$ cat config.mk
export PLATFORM = sky130hd
export DESIGN_NAME = id_ex_stage
export DESIGN_NICKNAME = d
export VERILOG_FILES = /design/src/rtl/id_ex_stage_pkg.sv /design/src/rtl/id_ex_stage_fwd_mux.sv /design/src/rtl/id_ex_stage.sv
export SDC_FILE = /design/constraint.sdc
export NUM_CORES = 1
export LEC_CHECK = 0
export BUFFER_PORTS_ARGS = -buffer_cell sky130_fd_sc_hd__buf_2
export CORE_MARGIN = 10
export CORE_UTILIZATION = 47
export DETAILED_ROUTE_END_ITERATION = 8
export PLACE_DENSITY_LB_ADDON = 0.2
export SLEW_MARGIN = 20
export SYNTH_ARGS = -nofsm -noshare
export SYNTH_HDL_FRONTEND = slang
export SYNTH_SLANG_ARGS = --single-unit
$ cat constraint.sdc
create_clock -name clk_i -period 4.2 [get_ports clk_i]
set_input_delay 0.21 -clock clk_i [delete_from_list [all_inputs] [get_ports clk_i]]
set_output_delay 0.21 -clock clk_i [all_outputs]
set_load 0.01 [all_outputs]
$ cat src/rtl/id_ex_stage_pkg.sv
// Shared CPU package: datapath width default, ALU op codes and the ID/EX control bundle.
package id_ex_stage_pkg;

    localparam int CPU_DATA_W = 32;
    localparam int REG_ADDR_W = 5;

    typedef enum logic [2:0] {
        ALU_NOP = 3'b000,
        ALU_ADD = 3'b001,
        ALU_SUB = 3'b010,
        ALU_MUL = 3'b011,
        ALU_AND = 3'b100,
        ALU_XOR = 3'b101,
        ALU_SLL = 3'b110,
        ALU_SRA = 3'b111
    } alu_op_e;

    typedef struct packed {
        logic                  valid;
        logic [REG_ADDR_W-1:0] rs1;
        logic [REG_ADDR_W-1:0] rs2;
        logic [REG_ADDR_W-1:0] rd;
        alu_op_e               alu_ctrl;
        logic                  alusrc;
        logic                  regwrite;
        logic                  memread;
        logic                  memwrite;
        logic                  memtoreg;
    } ex_ctrl_t;

    // All-zero bundle: not valid, writes nothing, rd = x0, rs = x0 so nothing forwards.
    localparam ex_ctrl_t EX_CTRL_BUBBLE = '0;

endpackage

$ cat src/rtl/id_ex_stage_fwd_mux.sv
// Operand forwarding select for one source register; EX/MEM beats MEM/WB, x0 never forwards.
module fwd_mux
    import id_ex_stage_pkg::*;
#(
    parameter int DATA_W = CPU_DATA_W
) (
    input  logic [4:0]        rs_addr_i,
    input  logic [DATA_W-1:0] rs_data_i,
    input  logic              exmem_regwrite_i,
    input  logic [4:0]        exmem_rd_i,
    input  logic [DATA_W-1:0] exmem_data_i,
    input  logic              memwb_regwrite_i,
    input  logic [4:0]        memwb_rd_i,
    input  logic [DATA_W-1:0] memwb_data_i,
    output logic [DATA_W-1:0] data_o
);

    logic rs_nonzero;
    logic hit_exmem;
    logic hit_memwb;

    assign rs_nonzero = (rs_addr_i != 5'd0);
    assign hit_exmem  = exmem_regwrite_i && (exmem_rd_i == rs_addr_i) && rs_nonzero;
    assign hit_memwb  = memwb_regwrite_i && (memwb_rd_i == rs_addr_i) && rs_nonzero;

    assign data_o = hit_exmem ? exmem_data_i :
                    hit_memwb ? memwb_data_i : rs_data_i;

endmodule

$ cat src/rtl/id_ex_stage.sv
// ID/EX pipeline register with stall hold, (deferred) flush bubbles, operand forwarding
// and load-use detection against the instruction currently in ID.
module id_ex_stage
    import id_ex_stage_pkg::*;
#(
    parameter int DATA_W = CPU_DATA_W
) (
    input  logic              clk_i,
    input  logic              rst_i,
    input  logic              stall_i,
    input  logic              flush_i,
    input  logic              valid_i,
    input  logic [DATA_W-1:0] rs1_data_i,
    input  logic [DATA_W-1:0] rs2_data_i,
    input  logic [DATA_W-1:0] imm_i,
    input  logic [4:0]        rs1_addr_i,
    input  logic [4:0]        rs2_addr_i,
    input  logic [4:0]        rd_addr_i,
    input  logic [2:0]        alu_ctrl_i,
    input  logic              alusrc_i,
    input  logic              regwrite_i,
    input  logic              memread_i,
    input  logic              memwrite_i,
    input  logic              memtoreg_i,
    input  logic              exmem_regwrite_i,
    input  logic [4:0]        exmem_rd_i,
    input  logic [DATA_W-1:0] exmem_data_i,
    input  logic              memwb_regwrite_i,
    input  logic [4:0]        memwb_rd_i,
    input  logic [DATA_W-1:0] memwb_data_i,
    output logic [DATA_W-1:0] data1_o,
    output logic [DATA_W-1:0] data2_o,
    output logic [2:0]        alu_ctrl_o,
    output logic [DATA_W-1:0] store_data_o,
    output logic [4:0]        rd_addr_o,
    output logic              regwrite_o,
    output logic              memread_o,
    output logic              memwrite_o,
    output logic              memtoreg_o,
    output logic              valid_o,
    output logic              load_use_o
);

    ex_ctrl_t          ctrl_q, ctrl_d, id_ctrl;
    logic [DATA_W-1:0] rs1_data_q, rs1_data_d;
    logic [DATA_W-1:0] rs2_data_q, rs2_data_d;
    logic [DATA_W-1:0] imm_q, imm_d;
    logic              flush_pend_q, flush_pend_d;
    logic [DATA_W-1:0] fwd_rs1, fwd_rs2;

    always_comb begin
        id_ctrl          = EX_CTRL_BUBBLE;
        id_ctrl.valid    = valid_i;
        id_ctrl.rs1      = rs1_addr_i;
        id_ctrl.rs2      = rs2_addr_i;
        id_ctrl.rd       = rd_addr_i;
        id_ctrl.alu_ctrl = alu_op_e'(alu_ctrl_i);
        id_ctrl.alusrc   = alusrc_i;
        // An empty ID slot must not write registers or memory downstream.
        id_ctrl.regwrite = regwrite_i & valid_i;
        id_ctrl.memread  = memread_i  & valid_i;
        id_ctrl.memwrite = memwrite_i & valid_i;
        id_ctrl.memtoreg = memtoreg_i & valid_i;
    end

    always_comb begin
        ctrl_d       = ctrl_q;
        rs1_data_d   = rs1_data_q;
        rs2_data_d   = rs2_data_q;
        imm_d        = imm_q;
        flush_pend_d = 1'b0;
        if (stall_i) begin
            // A branch flush seen while frozen is remembered for the first free edge.
            flush_pend_d = flush_pend_q | flush_i;
        end else if (flush_i || flush_pend_q) begin
            ctrl_d     = EX_CTRL_BUBBLE;
            rs1_data_d = '0;
            rs2_data_d = '0;
            imm_d      = '0;
        end else begin
            ctrl_d     = id_ctrl;
            rs1_data_d = rs1_data_i;
            rs2_data_d = rs2_data_i;
            imm_d      = imm_i;
        end
    end

    always_ff @(posedge clk_i or posedge rst_i) begin
        if (rst_i) begin
            ctrl_q       <= EX_CTRL_BUBBLE;
            rs1_data_q   <= '0;
            rs2_data_q   <= '0;
            imm_q        <= '0;
            flush_pend_q <= 1'b0;
        end else begin
            ctrl_q       <= ctrl_d;
            rs1_data_q   <= rs1_data_d;
            rs2_data_q   <= rs2_data_d;
            imm_q        <= imm_d;
            flush_pend_q <= flush_pend_d;
        end
    end

    fwd_mux #(.DATA_W(DATA_W)) u_fwd_rs1 (
        .rs_addr_i        (ctrl_q.rs1),
        .rs_data_i        (rs1_data_q),
        .exmem_regwrite_i (exmem_regwrite_i),
        .exmem_rd_i       (exmem_rd_i),
        .exmem_data_i     (exmem_data_i),
        .memwb_regwrite_i (memwb_regwrite_i),
        .memwb_rd_i       (memwb_rd_i),
        .memwb_data_i     (memwb_data_i),
        .data_o           (fwd_rs1)
    );

    fwd_mux #(.DATA_W(DATA_W)) u_fwd_rs2 (
        .rs_addr_i        (ctrl_q.rs2),
        .rs_data_i        (rs2_data_q),
        .exmem_regwrite_i (exmem_regwrite_i),
        .exmem_rd_i       (exmem_rd_i),
        .exmem_data_i     (exmem_data_i),
        .memwb_regwrite_i (memwb_regwrite_i),
        .memwb_rd_i       (memwb_rd_i),
        .memwb_data_i     (memwb_data_i),
        .data_o           (fwd_rs2)
    );

    assign data1_o      = fwd_rs1;
    assign data2_o      = ctrl_q.alusrc ? imm_q : fwd_rs2;
    assign store_data_o = fwd_rs2;
    assign alu_ctrl_o   = ctrl_q.alu_ctrl;
    assign rd_addr_o    = ctrl_q.rd;
    assign regwrite_o   = ctrl_q.regwrite;
    assign memread_o    = ctrl_q.memread;
    assign memwrite_o   = ctrl_q.memwrite;
    assign memtoreg_o   = ctrl_q.memtoreg;
    assign valid_o      = ctrl_q.valid;

    assign load_use_o = ctrl_q.valid & ctrl_q.memread & (ctrl_q.rd != 5'd0) &
                        ((ctrl_q.rd == rs1_addr_i) | (ctrl_q.rd == rs2_addr_i)) & valid_i;

endmodule

# Word level (Yosys, flattened, before mapping)

Index checks and enable logic that the tools add are counted.

Register bits after elaboration: 121
Latch bits: 0
Memory bits (writable): 0
Bits in read-only memories: 0
Logic and storage cells: 52
Memories kept: 0

Add/sub/neg operators: 0
$mul: 0
Divide/modulo/power cells: 0
$lt $le $gt $ge: 0
Equality and inequality tests: 6
Shift operators: 0
Mux-type cells: 10
Bitwise logic cells: 10
Reduce and logical (&&, ||, !) cells: 12

Operators with widths:

| cell              | count |
|---|---|
| $mux 32           | 8 |
| $eq 5x5->1        | 6 |
| $mux 24           | 1 |
| $reduce_bool 5->1 | 3 |
| $and 1x1->1       | 8 |
| $logic_and 1x1->1 | 8 |
| $or 1x1->1        | 2 |
| $logic_or 1x1->1  | 1 |
| $mux 1            | 1 |

# Logic depth before layout (Yosys ltp)

Depth after elaboration: 6
Gate-level depth with buffers: 7

# Modules after synthesis

Synthesis repeated with hierarchy kept, for this count alone.

Cell total of the unflattened synthesis: 728
Area, all modules: 7025.5 sq um

Modules (own cells, without submodules):

| module      | instances | cells an instance | area each (sq um) |
|---|---|---|---|
| id_ex_stage | 1         | 332               | 4818.4 |
| fwd_mux     | 2         | 198               | 1103.6 |

# Worst setup path after synthesis

Ideal clock, no wire load.

Kind: reg2out
From: reg ctrl_q[16] (netlist name)
To: out data2_o[21]
Arrival: 2025 ps
Data required time: 3990 ps
Path slack: 1965 ps
Stages on the path, launching flop included: 7
Buffers on the path: 1
Cells stage by stage: dfrtp_1 > or4_1 > o211ai_2 > clkbuf_1 > nor3_1 > a31oi_1 > mux2_2

Longest elaborated chain between the ends: 6
Elaborated cells between the ends (all ways): 10
Classes of those cells: eq/ne: 2; mux: 3; reduce/logical: 5

Ends and longest elaborated chain:

| item                            | line                      | RTL |
|---|---|---|
| start, declared                 | id_ex_stage.sv:44         | `ex_ctrl_t ctrl_q, ctrl_d, id_ctrl;` |
| start signal, assigned          | id_ex_stage.sv:96         | `ctrl_q <= ctrl_d;` |
| $eq 5x5->1                      | id_ex_stage_fwd_mux.sv:24 | `assign hit_memwb = memwb_regwrite_i && (memwb_rd_i == rs_addr_i) && rs_nonzero;` |
| $logic_and 1x1->1 (2 in series) | id_ex_stage_fwd_mux.sv:24 |  |
| $mux 32                         | id_ex_stage_fwd_mux.sv:27 | `hit_memwb ? memwb_data_i : rs_data_i;` |
| $mux 32 *                       | id_ex_stage_fwd_mux.sv:26 | `assign data_o = hit_exmem ? exmem_data_i :` |
| named net store_data_o[21]      | id_ex_stage.sv:34         | `output logic [DATA_W-1:0] store_data_o,` |
| $mux 32 *                       | id_ex_stage.sv:129        | `assign data2_o = ctrl_q.alusrc ? imm_q : fwd_rs2;` |
| end, declared                   | id_ex_stage.sv:32         | `output logic [DATA_W-1:0] data2_o,` |

The timed path passes the listed nets; every way through them passes the cells marked *.

# Worst setup path after layout

From: reg ctrl_q[16] (netlist name)
To: out data2_o[16]

Longest elaborated chain between the ends: 6
Elaborated cells between the ends (all ways): 10
Classes of those cells: eq/ne: 2; mux: 3; reduce/logical: 5

Ends and longest elaborated chain:

| item                            | line |
|---|---|
| $eq 5x5->1                      | id_ex_stage_fwd_mux.sv:24 |
| $logic_and 1x1->1 (2 in series) | id_ex_stage_fwd_mux.sv:24 |
| $mux 32                         | id_ex_stage_fwd_mux.sv:27 |
| $mux 32 *                       | id_ex_stage_fwd_mux.sv:26 |
| $mux 32 *                       | id_ex_stage.sv:129 |

Mark *: on every way between the ends. The rest lies on a longest branch, timed or not.

==> run_results.csv <==
group,metric,value,unit
setup_path,critPathArrivalTime,3280,ps
synth,syn_inst,666,
sta,hold_viol,0,
sta,maxSlewViolCount,0,
outcome,status,"finished clean",
synth,synthArstFlopShare,100.0,%
final_layout,fin_util,67.07,%
setup_path,reg2regPathDepth,3,
cts,tritoncts,"built",
final_layout,area_growth,38.24,%
global_route,grt.overflow.total,0,
placement,gp_congestion,0.9159,
placement,portBuffers,309,
sta,holdWs,13.64,ps
setup_path,critPathCaptureType,"primary output",
sta,fmax,286.8,MHz
cts,clockBufferDepth,2,
synth,synth_top_cell_by_area,"dfrtp_1",
detailed_routing,drc,0,
synth,synth_edf_count,0,
final_layout,nets,1168,
detailed_routing,firstDrtPassIters,5,
cts,htreeDepth,4,
cts,post_cts_resized,0,
synth,synthFlopType,"dfrtp_1",
die,die_x,140.2,um
placement,preCtsSetupSlack,1194,ps
placement,dp_hpwl,19650,um
setup_path,crit_required,3990,ps
synth,synth_cell_type_count,32,
synth,avgSynthCellArea,10.19,um^2
sta,worst-slew-pin-transition,1131,ps
synth,yosysMostFrequentCell,"dfrtp_1",
die,die_h,140.2,um
synth,ys_warn_count,0,
final_layout,drive_gt1_share,39.65,%
final_layout,fill_cells,1179,
synth,syn-num-nets,866,
cts,clk_pin_slew,60,ps
detailed_routing,routed_via_density,5.995,
synth,yosysSeqAreaShare,44.62,%
power_and_ir_drop,p_leak,4.612,nW
die,coreArea,0.01399,mm^2
global_route,grt_pass1_vias,7365,
sta,rsz0062_at_grt,"false",
detailed_routing,drt_first_iter_violations,504,
sta,timing.max_slew.rel_slack,24.58,%
setup_path,worstSetupPathType,"flop to primary output",
cts,cts_sinks,121,
min_path,min_path_cells,2,
detailed_routing,ant_nets,0,
synth,synth_seq_cells,121,
die,io_pins,310,
cts,cts-root-buf,"clkbuf_16",
detailed_routing,vias,6972,
sta,period_minus_slack,3486,ps
setup_path,worst-path-max-fanout,17,
cts,cts_setup_buffers,0,
cts,cts_buffers,17,
power_and_ir_drop,power.density,390.4,mW/mm^2
setup_path,critPathLaunchType,"flop",
detailed_routing,routed_wl,27390,um
sta,tns,0,ps
sta,finClkSkew,7.585,ps
synth,synth.top_cell.area_share,44.62,%
detailed_routing,wire_per_inst,23.55,um
die,die_area,0.01965,mm^2
cts,clock_latency,420,ps
global_route,grt_max_degree,67,
die,core.rowCount,43,
synth,synth_area_leaders,"dfrtp_1 45%, a22o_1 15%, mux2_2 4.8%, mux2i_1 4.7%, o31ai_1 3.5%",
synth,ys_top_cells_by_count,"121 x dfrtp_1, 116 x a22o_1, 54 x clkbuf_1",
sta,setup_slack,713.8,ps
global_route,grt_util_all_layers,26.75,%
global_route,grt_pass1_wl,42210,um
min_path,hold_class,"primary input to flop",
synth,synth_area,0.006787,mm^2
sta,setup_violations,0,
run,max_cap_viol_count,0,
global_route,grt_antenna_before_repair,4,
die,start_util,48.52,%
power_and_ir_drop,peakVddDrop,0.3104,mV
sta,min_period_over_period,83.00,%
[final timing paths]
| kind | from | end | slack [ps] |
|---|---|---|---|
| max | ctrl_q[16] | data2_o[16] | 710 |
| min | imm_i[21] | imm_q[21] | 10 |
| min in group asynchronous | rst_i | imm_q[11] | 420 |
| max in group asynchronous | rst_i | imm_q[13] | 2810 |
| max reg2reg | flush_pend_q | rs1_data_q[20] | 2690 |
| min reg2reg | memwrite_o | memwrite_o | 480 |
[layer usage]
layer  vias up  part of all wire [%]  wire length (um)  GRT usage [%]
met5         -                     0                 0              0
li1       3148                     -                 -              -
met3        42                    10              2799          8.418
met4         0                   2.3               631          9.837
met2       423                    49             13380          42.73
met1      3359                    39             10590          33.15
[cells in the final DEF, fill, tap and decap left out, types with 2 or more instances in the layout]
master | Yosys | routed
clkbuf_16 | 0 | 17
a221oi_1 | 3 | 3
xnor2_1 | 20 | 19
o31ai_1 | 32 | 32
mux2i_1 | 32 | 32
a31oi_1 | 29 | 29
or2_1 | 2 | 2
a22o_1 | 116 | 116
mux2_2 | 29 | 29
clkinv_2 | 0 | 2
nor4_4 | 0 | 2
nand2_1 | 36 | 36
o21ai_0 | 32 | 32
nand4_1 | 4 | 4
diode_2 | 0 | 2
xor2_1 | 10 | 10
bufinv_16 | 0 | 5
dfrtp_1 | 121 | 120
clkbuf_8 | 0 | 2
buf_2 | 11 | 308
clkbuf_1 | 54 | 5
or4_1 | 3 | 3
and3_1 | 32 | 32
nand3_1 | 31 | 31
nor3_1 | 32 | 31
dlygate4sd3_1 | 0 | 37
buf_4 | 11 | 17
a32o_1 | 4 | 4
nor2_1 | 10 | 9
[flip-flops by register name, indices dropped and copies added (netlist names)]
name	flops
alu_ctrl_o	3
ctrl_q	11
flush_pend_q	1
imm_q	32
memread_o	1
memtoreg_o	1
memwrite_o	1
rd_addr_o	5
regwrite_o	1
rs1_data_q	32
rs2_data_q	32
valid_o	1
[where the power goes]
part / total (W) / switching, W / internal, W
logic: 0.000738 / 0.000411 / 0.000327
registers: 0.00132 / 0.0000723 / 0.00125
clock network: 0.00160 / 0.000521 / 0.00108
[final cells by class]
class	instances	area, um^2	area share (%)
clock inverter	8	167.7	1.787
timing repair buffer	362	2039	21.74
inverter	1	6.256	0.06668
multi-input combinational	465	3437	36.64
clock buffer	24	471.7	5.028
antenna	2	5.005	0.05335
tap	180	225.2	2.401
sequential	121	3029	32.29
[worst max-delay path: stages, from the launching register on]
cell and delay (ps):
dfrtp_1 420, or4_1 640, nor2_2 590, buf_4 370
nor2_1 120, a221oi_1 390, o31ai_1 130, buf_2 190
[repair_timing]
action,CTS,global route
endpoints found under the hold margin,80,0
setup endpoints to repair,0,0
hold buffers,37,0
[cells by family (layout without fill, tap and decap cells)]
| logic type | Yosys count | after routing | synth area share, % |
|---|---|---|---|
| compound gates | 220 | 220 | 25.02 |
| other cells | 0 | 2 | 0 |
| xor+xnor | 30 | 30 | 3.872 |
| mux | 61 | 61 | 9.532 |
| simple gates | 154 | 154 | 11.61 |
| flops | 121 | 121 | 44.62 |
| buf+inv | 80 | 395 | 5.346 |
[metrics by stage]
stage | total power (W) | area [um^2] | instances
after floorplan | 0.001721 | 6787 | 666
after global placement | 0.002035 | 8367 | 1092
after detailed placement | 0.002046 | 8367 | 1092
after CTS | 0.003683 | 9376 | 1161
after global routing | 0.003796 | 9376 | 1161
final | 0.003663 | 9382 | 1163
(Power assumes the default switching activity.)
